<file path="src/rtl/mux_rr_arbiter.sv">
// Round-robin arbiter/sequencer for a 3-leg shared mux: grant, hold sel SETTLE cycles, capture into y.
// Latency SETTLE+1 edges from the IDLE edge sampling req to y_vld; level req is held until its ack pulse.
// Define MUX_RR_ARBITER_BURST_EN to chain grants from CAPTURE straight into SELECT without an IDLE cycle.
module mux_rr_arbiter #(
  parameter int W      = 2,
  parameter int SETTLE = 1
) (
  input  logic         clk,
  input  logic         rst_n,
  input  logic [2:0]   req,
  input  logic [W-1:0] d0,
  input  logic [W-1:0] d1,
  input  logic [W-1:0] d2,
  output logic [1:0]   sel,
  output logic [2:0]   gnt,
  output logic [W-1:0] y,
  output logic         y_vld,
  output logic [2:0]   ack,
  output logic         busy
);

  if (SETTLE < 1 || SETTLE > 15) begin : g_bad_settle
    $error("mux_rr_arbiter: SETTLE must be in the range 1..15");
  end

  localparam logic [3:0] CNT_INIT = 4'(SETTLE - 1);

  typedef enum logic [1:0] {
    IDLE    = 2'd0,
    SELECT  = 2'd1,
    CAPTURE = 2'd2
  } state_t;

  state_t       state_q, state_d;
  logic [1:0]   g_q, g_d;
  logic [1:0]   last_q;
  logic [3:0]   cnt_q, cnt_d;
  logic [2:0]   pick;
  logic [W-1:0] d_g;

  // Returns {found, index} for the first set bit of r scanning base+1, base+2, base+3 (mod 3).
  function automatic logic [2:0] rr_pick(input logic [1:0] base, input logic [2:0] r);
    logic [2:0] res;
    logic [1:0] idx;
    res = 3'b000;
    for (int i = 3; i >= 1; i--) begin
      idx = 2'((int'(base) + i) % 3);
      if (r[idx]) res = {1'b1, idx};
    end
    return res;
  endfunction

  always_comb begin
    case (g_q)
      2'd0:    d_g = d0;
      2'd1:    d_g = d1;
      default: d_g = d2;
    endcase
  end

  assign pick = rr_pick(last_q, req);

`ifdef MUX_RR_ARBITER_BURST_EN
  logic [2:0] burst_pick;
  // The requester being served is masked so rotation continues from g+1.
  assign burst_pick = rr_pick(g_q, req & ~(3'b001 << g_q));
`endif

  always_comb begin
    state_d = state_q;
    g_d     = g_q;
    cnt_d   = cnt_q;
    case (state_q)
      IDLE: begin
        if (pick[2]) begin
          g_d     = pick[1:0];
          cnt_d   = CNT_INIT;
          state_d = SELECT;
        end
      end
      SELECT: begin
        if (cnt_q == 4'd0) state_d = CAPTURE;
        else               cnt_d   = cnt_q - 4'd1;
      end
      CAPTURE: begin
`ifdef MUX_RR_ARBITER_BURST_EN
        if (burst_pick[2]) begin
          g_d     = burst_pick[1:0];
          cnt_d   = CNT_INIT;
          state_d = SELECT;
        end else begin
          state_d = IDLE;
        end
`else
        state_d = IDLE;
`endif
      end
      default: state_d = IDLE;
    endcase
  end

  always_ff @(posedge clk or negedge rst_n) begin
    if (!rst_n) begin
      state_q <= IDLE;
      g_q     <= 2'd0;
      cnt_q   <= 4'd0;
      last_q  <= 2'd2;
      y       <= '0;
      y_vld   <= 1'b0;
      ack     <= 3'b000;
    end else begin
      state_q <= state_d;
      g_q     <= g_d;
      cnt_q   <= cnt_d;
      y_vld   <= (state_q == CAPTURE);
      ack     <= (state_q == CAPTURE) ? (3'b001 << g_q) : 3'b000;
      if (state_q == CAPTURE) begin
        y      <= d_g;
        last_q <= g_q;
      end
    end
  end

  // Pure decode of flopped state and grant index: no path from req to any output.
  assign busy = (state_q != IDLE);
  assign sel  = busy ? g_q : 2'd3;
  assign gnt  = busy ? (3'b001 << g_q) : 3'b000;

endmodule

</file>
<file path="config.mk">
export PLATFORM = sky130hd
export DESIGN_NAME = mux_rr_arbiter
export DESIGN_NICKNAME = d
export VERILOG_FILES = /design/src/rtl/mux_rr_arbiter.sv
export SDC_FILE = /design/constraint.sdc
export NUM_CORES = 1
export LEC_CHECK = 0
export ABC_CLOCK_PERIOD_IN_PS = 2500
export CORE_UTILIZATION = 50
export CTS_BUF_LIST = sky130_fd_sc_hd__clkbuf_2 sky130_fd_sc_hd__clkbuf_4 sky130_fd_sc_hd__clkbuf_8
export DETAILED_ROUTE_END_ITERATION = 8
export GPL_ROUTABILITY_DRIVEN = 0
export GPL_TIMING_DRIVEN = 0
export PLACE_DENSITY = 0.8
export SLEW_MARGIN = 5
export SYNTH_ARGS = -nofsm -noshare
export SYNTH_HDL_FRONTEND = slang
export SYNTH_SLANG_ARGS = --single-unit
</file>
<file path="constraint.sdc">
create_clock -name clk -period 2.5 [get_ports clk]
set_input_delay 0.625 -clock clk [delete_from_list [all_inputs] [get_ports clk]]
set_output_delay 0.625 -clock clk [all_outputs]
set_load 0.01 [all_outputs]
</file>
# == Word-level counts from Yosys, hierarchy flattened ==
# Cells that the tools add are included.
# op_classes
magnitude_cmp,3
n_shift,1
eq_ne,6
n_mux,19
div,3
n_reduce_logical,8
n_addsub,4
# ops
cell,count
modulo 32 x 3 -> 32 bit (second input constant),3
two-way mux 3 bit,5
< comparator 2 x 3 -> 1 bit (second input constant),3
two-way mux 4 bit,2
one-hot mux 2 bit (2 select lines),2
one-hot mux 4 bit (2 select lines),1
adder 2 x 2 -> 3 bit (second input constant),2
binary-select mux 1 bit (select 2 bit),3
two-way mux 2 bit,3
!= test 2 bit (second input constant),3
== test 2 x 1 -> 1 bit (second input constant),2
logical NOT 2 bit,2
logical NOT 4 bit,1
AND reduction 2 bit,2
nonzero test 2 bit,2
subtractor 4 x 1 -> 4 bit (second input constant),1
adder 2 x 1 -> 3 bit (second input constant),1
two-way mux 1 bit,3
AND reduction 3 bit,1
left shift 1 x 2 -> 3 bit (first input constant),1
== test 2 bit (second input constant),1
# word_totals
output_inout_bits,12
elab_cells,51
in_bits,11
register_bits,16

# == Longest topological paths before layout ==
# Gate-level depths: netlist (run 1).
# depth
word_depth,9
mapped_depth,8
ltp_nobuf,7

# == Worst setup path before layout (run 1) ==
# No wires, ideal clock.
# synth_path
path_kind,flip-flop to flip-flop
startpoint,register last_q[1]
endpoint,register cnt_q[1]
arrival_time_ns,1.750
path_slack_ns,0.670
path_buffers,1
required_ns,2.420
path_stages_with_launch,8
setup_time_ns,0.080
synth_period_minus_slack_ns,1.830
path_cell_list,dfstp_2 > ha_1 > buf_6 > a22o_1 > a211o_1 > a22oi_4 > nand2_2 > o22ai_2
# synth_via
elab_chain_len,9
elab_cells_between_ends,17
classes_between,add/sub: 3; div: 3; eq/ne: 1; mux: 9; reduce/logical: 1
# synth_rtl
element,line,source
start: declaration,36,logic [1:0] last_q;
start signal: assignment,119,last_q <= g_q;
adder 2 x 2 -> 3 bit,47,idx = 2'((int'(base) + i) % 3);
modulo 32 x 3 -> 32 bit,47,
binary-select mux 1 bit (select 2 bit),48,"if (r[idx]) res = {1'b1, idx};"
two-way mux 1 bit (implied by the code),48,
two-way mux 3 bit (2 in a row),48,
two-way mux 3 bit (*),48,
!= test 2 bit (no source line) (*),n/a,
AND reduction 3 bit (no source line) (*),n/a,
end signal: assignment,114,cnt_q <= cnt_d;
end: declaration,37,"logic [3:0] cnt_q, cnt_d;"
# Every way passes the cells marked *; elsewhere a longest branch is shown, timed or not. The select of a mux whose other input is x is not followed.
# A chain may end at the register's enable or synchronous reset.

# == Worst setup path in the final report (run 1) ==
# layout_path
startpoint,register state_q[1]
endpoint,output gnt[0]
# layout_via
elab_chain_len,2
# layout_rtl
element,line,source
start: declaration,34,"state_t state_q, state_d;"
start signal: assignment,112,state_q <= state_d;
nonzero test 2 bit,125,assign busy = (state_q != IDLE);
two-way mux 3 bit,127,assign gnt = busy ? (3'b001 << g_q) : 3'b000;
end: declaration,15,"output logic [2:0] gnt,"
# No other way between the ends.

==> impl_results.md, run 1 <==
- ANT cells: 0
- Average wire length per cell after detail routing: about 13 um
- Relative slew margins: a little over half
- Post-CTS setup buffer count: 0
- Peak supply drop: 656.1 uV
- CP Max Fanout: 5
- Final setup violating endpoints: 0
- Internal Dissipation: 0.0008150 W
- Power share of the combinational group: between 60% and 70%
- Initial Utilization: between 50% and 60%
- Number of max-capacitance violations reported: 0
- Final routed wirelength across all metal layers: roughly 1900 um
- Post-CTS Hold Fix Bufs: 0
- Total grt overflow: 0
- Hold WC Path Type: reg2reg
- Leakage power summed over all cells: around 0.55 nW
- Net count of the finished layout: roughly 150
- Async set or reset register ratio after synthesis: 100.0%
- H-tree lvl count: 1
- Number of vias per cell: 5.325
- Final worst setup slack: 0.1222 ns
- Number of enable flip-flop cells after synthesis: 0
- Share of the cycle needed by the critical path after routing: between 90% and 100%
- Yosys top cell area share: roughly two fifths
- Category of the worst setup path capture point: output pin
- Cts repair resizes: 0
- Commonest cells in the netlist: sky130_fd_sc_hd__dfrtp_1, sky130_fd_sc_hd__nand2_1, sky130_fd_sc_hd__nor2_1, sky130_fd_sc_hd__o21ai_1, sky130_fd_sc_hd__inv_1
- Time the final worst path needs with I/O delays and setup: approximately 2.4 ns
- Post-synthesis cell type with the largest combined area: sky130_fd_sc_hd__dfrtp_1
- Layout Area Growth over Synthesis: 29.13%
- Worst slack at placement: 0.1533 ns
- RSZ-0062 raised after global routing: no
- Core outline area: ~1800 sq um
- Post-Syn Area per Cell: between 9 and 10 sq um
- Antenna viol nets, final: 0
- Top-Level Pins: 23
- Setup total negative slack: 0 ns
- Post-Syn Area: ~950 sq um
- Critical path arrival: approximately 1.8 ns
- Net switching power: between 0.0005 and 0.0006 W
- Most instantiated flip-flop cell in the synthesis netlist: sky130_fd_sc_hd__dfrtp_1
- Transition time at the pin with the least slew margin: about 0.68 ns
- Number of failing hold endpoints at the final stage: 0
- Clock tree skew after final layout: approximately 0.0043 ns
- Synth warn: 0
- Cell at the root of the clock tree: sky130_fd_sc_hd__clkbuf_4
- Outcome: finished, final reports clean
- Clock sink count: 16
- IO buf count: 22
- Startpoint types: flop
- Cell Rows: 15
- Largest net degree at the start of global routing: 17
- Top-count cell post-synth: sky130_fd_sc_hd__dfrtp_1
- HPWL after detailed placement: between 1000 and 1500 um
- Pins Over Slew Limit: 0
- Fmax: approximately 420 MHz
- Crit Path Class: reg2out
- Die outline area: between 2000 and 2500 sq um
- Clock transition at the register clock pins on the worst setup and hold paths after CTS: around 0.09 ns
- Fraction of power consumed by sequential logic: between 20 and 30%
- Worst-case clock buffer depth: 2
- Number of different library cells in the post-synthesis netlist: 34
- Number of register bits inferred by synthesis: 16
- Number of nets produced by synthesis: 120
- Die Y: 45.67 um
- Switching part of the total power: 41.19%
- Data required time at the worst endpoint: roughly 1.9 ns
- GR Util All Layers: between 20% and 30%
- Cells after synthesis: 104
- TritonCTS Buffers: 3
- DRT iter0 DRCs: 8
- Die W: 45.67 um
- Drc violations: 0
- Vias in the first global route: ~730
- Clock tree from TritonCTS: done
- Most area-consuming cells after synthesis: sky130_fd_sc_hd__dfrtp_1, sky130_fd_sc_hd__ha_1, sky130_fd_sc_hd__o21ai_1
- Fraction of the yosys area taken by sequential cells: around 42%
- Total vias in the final route: 820
- Iteration count of the initial detailed-routing pass: 4
- Power share of the clock group: around 11%
- Proportion of layout cells with a drive suffix above 1: between 10% and 20%
- Global-route wire length before repair: ~3200 um
- Clock latency on the worst-skew pair: ~0.29 ns
- Power per Cell Area: between 1000 and 1500 nW/um^2
- Number of antenna violations at the first check in global routing: 0
[stage by stage]
stage / util (%) / hold slack [ns] / instance area [sq um] / power [W] / cells
6_report: 69.79 / 0.4918 / 1231 / 0.001386 / 154
5_1_grt: 69.79 / 0.5216 / 1231 / 0.001501 / 154
4_1_cts: 70.00 / 0.5026 / 1235 / 0.001399 / 155
3_5_place_dp: 68.30 / 0.4832 / 1205 / 0.001245 / 151
3_3_place_gp: 68.30 / 0.4686 / 1205 / 0.001211 / 151
2_1_floorplan: - / 0.3294 / 953.4 / 0.0009455 / 104
[cell families after synthesis]
| group | after synthesis | share of synthesized area [%] |
|---|---|---|
| AO/OA/AOI/OAI | 28 | 21.78 |
| flip-flops | 16 | 42.13 |
| multiplexers | 4 | 4.331 |
| adder cells (fa/ha/maj) | 5 | 6.562 |
| buffers and inverters | 13 | 5.905 |
| AND/OR/NAND/NOR | 38 | 19.29 |
[registers in the layout, indices dropped and copies added, names as in the netlist]
register and flops:
ack 3, cnt_q 4, g_q 2, last_q 2
state_q 2, y 2, y_vld 1
[power groups by stage]
| stage | Sequential [W] | Clock, W | Combinational, W |
|---|---|---|---|
| 2_1_floorplan | 0.000401 | 0 | 0.000544 |
| 3_3_place_gp | 0.000390 | 0 | 0.000821 |
| 3_5_place_dp | 0.000396 | 0 | 0.000850 |
| 4_1_cts | 0.000390 | 0.000156 | 0.000853 |
| 5_1_grt | 0.000413 | 0.000166 | 0.000922 |
| 6_report | 0.000401 | 0.000150 | 0.000835 |
[layout make-up]
| class | instances | area [sq um] |
|---|---|---|
| Buffer | 3 | 18.77 |
| Clock buffer | 4 | 30.03 |
| Fill cell | 151 | 533.0 |
| Inverter | 9 | 33.78 |
| Multi-Input combinational cell | 75 | 495.5 |
| Sequential cell | 16 | 401.6 |
| Tap cell | 25 | 31.28 |
| Timing Repair Buffer | 22 | 220.2 |
[placed cells by master, fill, tap and decap left out, types with 3 or more instances in the layout]
cell type,n
sky130_fd_sc_hd__clkdlybuf4s50_1,22
sky130_fd_sc_hd__dfrtp_1,15
sky130_fd_sc_hd__nand2_1,11
sky130_fd_sc_hd__nor2_1,9
sky130_fd_sc_hd__o21ai_1,9
sky130_fd_sc_hd__inv_1,8
sky130_fd_sc_hd__nand2b_1,6
sky130_fd_sc_hd__a21oi_1,6
sky130_fd_sc_hd__ha_1,5
sky130_fd_sc_hd__clkbuf_4,4
sky130_fd_sc_hd__nor3_1,3
sky130_fd_sc_hd__mux2i_1,3
[per-layer routing]
layer	track usage, %	up-vias	wire, um
met5	0	-	0
met4	5.455	0	11
met3	7.143	2	80
met2	38.00	17	983
met1	25.70	385	859
li1	-	416	-
[critical path: stages, from the launching register on]
cell and delay [ns]:
sky130_fd_sc_hd__dfrtp_1 0.44, sky130_fd_sc_hd__nor2_2 0.10, sky130_fd_sc_hd__or2_2 0.30, sky130_fd_sc_hd__nor2_1 0.09
sky130_fd_sc_hd__clkdlybuf4s50_1 0.54
[path summary, 6_finish.rpt]
| path | startpoint | end | slack, ns | cells past startpoint |
|---|---|---|---|---|
| worst max-delay path | state_q[1] | gnt[0] | 0.12 | 4 |
| worst min-delay path | y[1] | y[1] | 0.49 | 2 |
| worst max register to register | last_q[1] | cnt_q[1] | 0.49 | 7 |
| worst min register to register | y[1] | y[1] | 0.49 | 2 |
| max in group asynchronous | rst_n | ack[0] | 1.32 | 1 |
| min in group asynchronous | rst_n | y[0] | 0.75 | 1 |
Power figures use the tool's default switching activity.
==> run 2: changes to the inputs <==
Settings changed: CORE_UTILIZATION 50 to 55, DONT_BUFFER_PORTS set to 1, HOLD_SLACK_MARGIN set to 0.06, PLACE_DENSITY 0.8 to 0.7.
==> impl_results.md, run 2 (synthesis results as in run 1) <==
- Relative slew margins: between 50% and 60%
- Vias in the first global route: between 600 and 700
- Total grt overflow: 0
- Die W: roughly 44 um
- Final setup violating endpoints: 0
- Number of max-capacitance violations reported: 0
- Core occupancy in the finished layout: about two thirds
- Clock latency on the worst-skew pair: 0.28 ns
- Power per Cell Area: around 1200 nW/um^2
- Startpoint types: flop
- Iteration count of the initial detailed-routing pass: 6
- Total vias in the final route: 726
- Violated checks: design-rule violations
- Category of the worst setup path capture point: output pin
- Data required time at the worst endpoint: between 1.5 and 2 ns
- Peak supply drop: 646.3 uV
- Post-CTS setup buffer count: 0
- Drc violations: 5
- Global-route wire length before repair: 2753 um
- Proportion of layout cells with a drive suffix above 1: 12.84%
- Critical path arrival: roughly 1.5 ns
- Average wire length per cell after detail routing: 12.55 um
- Largest register FFs: 4
- CP Max Fanout: 10
- Clock tree from TritonCTS: done
- Cts repair resizes: 0
- GR Util All Layers: 19.91%
- Worst-case clock buffer depth: 2
- Worst slack at placement: 0.5176 ns
- Die outline area: around 1900 sq um
- Fmax: a little under 500 MHz
- Final worst setup slack: about 0.43 ns
- Leakage power summed over all cells: roughly 0.48 nW
- ANT cells: 0
- Top-Level Pins: 23
- Highest-count cells in the layout ignoring fill and taps: sky130_fd_sc_hd__dfrtp_1, sky130_fd_sc_hd__nand2_1, sky130_fd_sc_hd__nor2_1, sky130_fd_sc_hd__o21ai_1, sky130_fd_sc_hd__inv_1
- Top Registers: cnt_q: 4 flops, ack: 3 flops
- Clock transition at the register clock pins on the worst setup and hold paths after CTS: around 0.090 ns
- HPWL after detailed placement: 1190 um
- Cell at the root of the clock tree: sky130_fd_sc_hd__clkbuf_4
- IO buf count: 0
- Initial Utilization: about three fifths
- Crit Path Class: reg2out
- Register bank with the most flops: cnt_q
- Number of vias per cell: just under 6
- Core outline area: 1559 sq um
- Number of antenna violations at the first check in global routing: 0
- Net count of the finished layout: between 100 and 150
- Post-CTS Hold Fix Bufs: 1
- TritonCTS Buffers: 3
- Commonest non-fill, non-tap cell in the layout: sky130_fd_sc_hd__dfrtp_1
- Hold WC Path Type: in2async
- Number of failing hold endpoints at the final stage: 0
- Setup total negative slack: 0 ns
- Outcome: complete, but fails checks
- Share of the cycle needed by the critical path after routing: 82.96%
- Time the final worst path needs with I/O delays and setup: between 2 and 2.5 ns
- DRT iter0 DRCs: 12
- Transition time at the pin with the least slew margin: 0.6644 ns
- Pins Over Slew Limit: 0
- H-tree lvl count: 1
- RSZ-0062 raised after global routing: no
- Antenna viol nets, final: 0
- Non-Filler Cell Area, Final: between 1000 and 1500 sq um
- Filler instances: roughly 130
- Layout Area Growth over Synthesis: 6.956%
- Die Y: 43.64 um
- Clock tree skew after final layout: approximately 0.0033 ns
- Largest net degree at the start of global routing: 16
- Cell Rows: 14
- Final routed wirelength across all metal layers: around 1600 um
- Placed inst area: roughly 970 sq um
- Clock sink count: 16
-- run 2: changes by cell type in the layout (fill, tap and decap cells not counted) --
cell,previous run,this run
sky130_fd_sc_hd__clkdlybuf4s50_1,22,0
sky130_fd_sc_hd__dlygate4sd3_1,0,1
sky130_fd_sc_hd__clkbuf_8,0,1
sky130_fd_sc_hd__clkbuf_4,4,3
sky130_fd_sc_hd__clkbuf_1,2,3
-- run 2: layer usage --
metal | up-vias | part of all wire [%] | routed length, um | track usage, %
met5 | - | 0 | 0 | 0
met1 | 337 | 49 | 762 | 25.68
met3 | 0 | 5.4 | 84 | 7.917
met4 | 0 | 0 | 0 | 3.750
li1 | 372 | - | - | -
met2 | 17 | 46 | 722 | 31.94
-- run 2: report_power, final --
part           internal, W  leakage (nW)  switching, W
sequential        0.000339         0.209     0.0000660
combinational     0.000255         0.248      0.000383
clock            0.0000887        0.0210     0.0000781
total             0.000683         0.478      0.000528
-- run 2: final cells by class --
cell class,count,area [sq um],share of cell area (%)
Timing Repair Buffer,1,10.01,0.9816
Clock buffer,4,36.28,3.558
Multi-Input combinational cell,75,495.5,48.59
Inverter,9,33.78,3.313
Buffer,4,22.52,2.209
Sequential cell,16,401.6,39.39
Tap cell,16,20.02,1.963
-- run 2: critical path: stages, from the launching register on --
cell and delay (ns):
sky130_fd_sc_hd__dfrtp_1 0.36, sky130_fd_sc_hd__clkbuf_1 0.20, sky130_fd_sc_hd__or2_2 0.39, sky130_fd_sc_hd__nor2_1 0.21
-- run 2: metrics by stage --
stage	std cells	hold WS, ns	power, W
after CTS	125	0.1625	0.001224
after floorplan	104	0.3294	0.0009455
after global routing	125	0.1508	0.001325
after global placement	120	0.3297	0.001034
after detailed placement	120	0.3297	0.001046
final	125	0.1731	0.001211
-- run 2: final timing paths --
check / slack [ns] / startpoint / depth (start not counted) / endpoint
worst max-delay path: 0.43 / g_q[1] / 3 / gnt[1]
worst min-delay path: 0.17 / rst_n / 0 / last_q[1]
worst max register to register: 0.51 / last_q[1] / 7 / cnt_q[1]
worst min register to register: 0.51 / cnt_q[0] / 1 / cnt_q[0]
max in group asynchronous: 1.27 / rst_n / 1 / y[0]
min in group clk: 0.51 / cnt_q[0] / 1 / cnt_q[0]
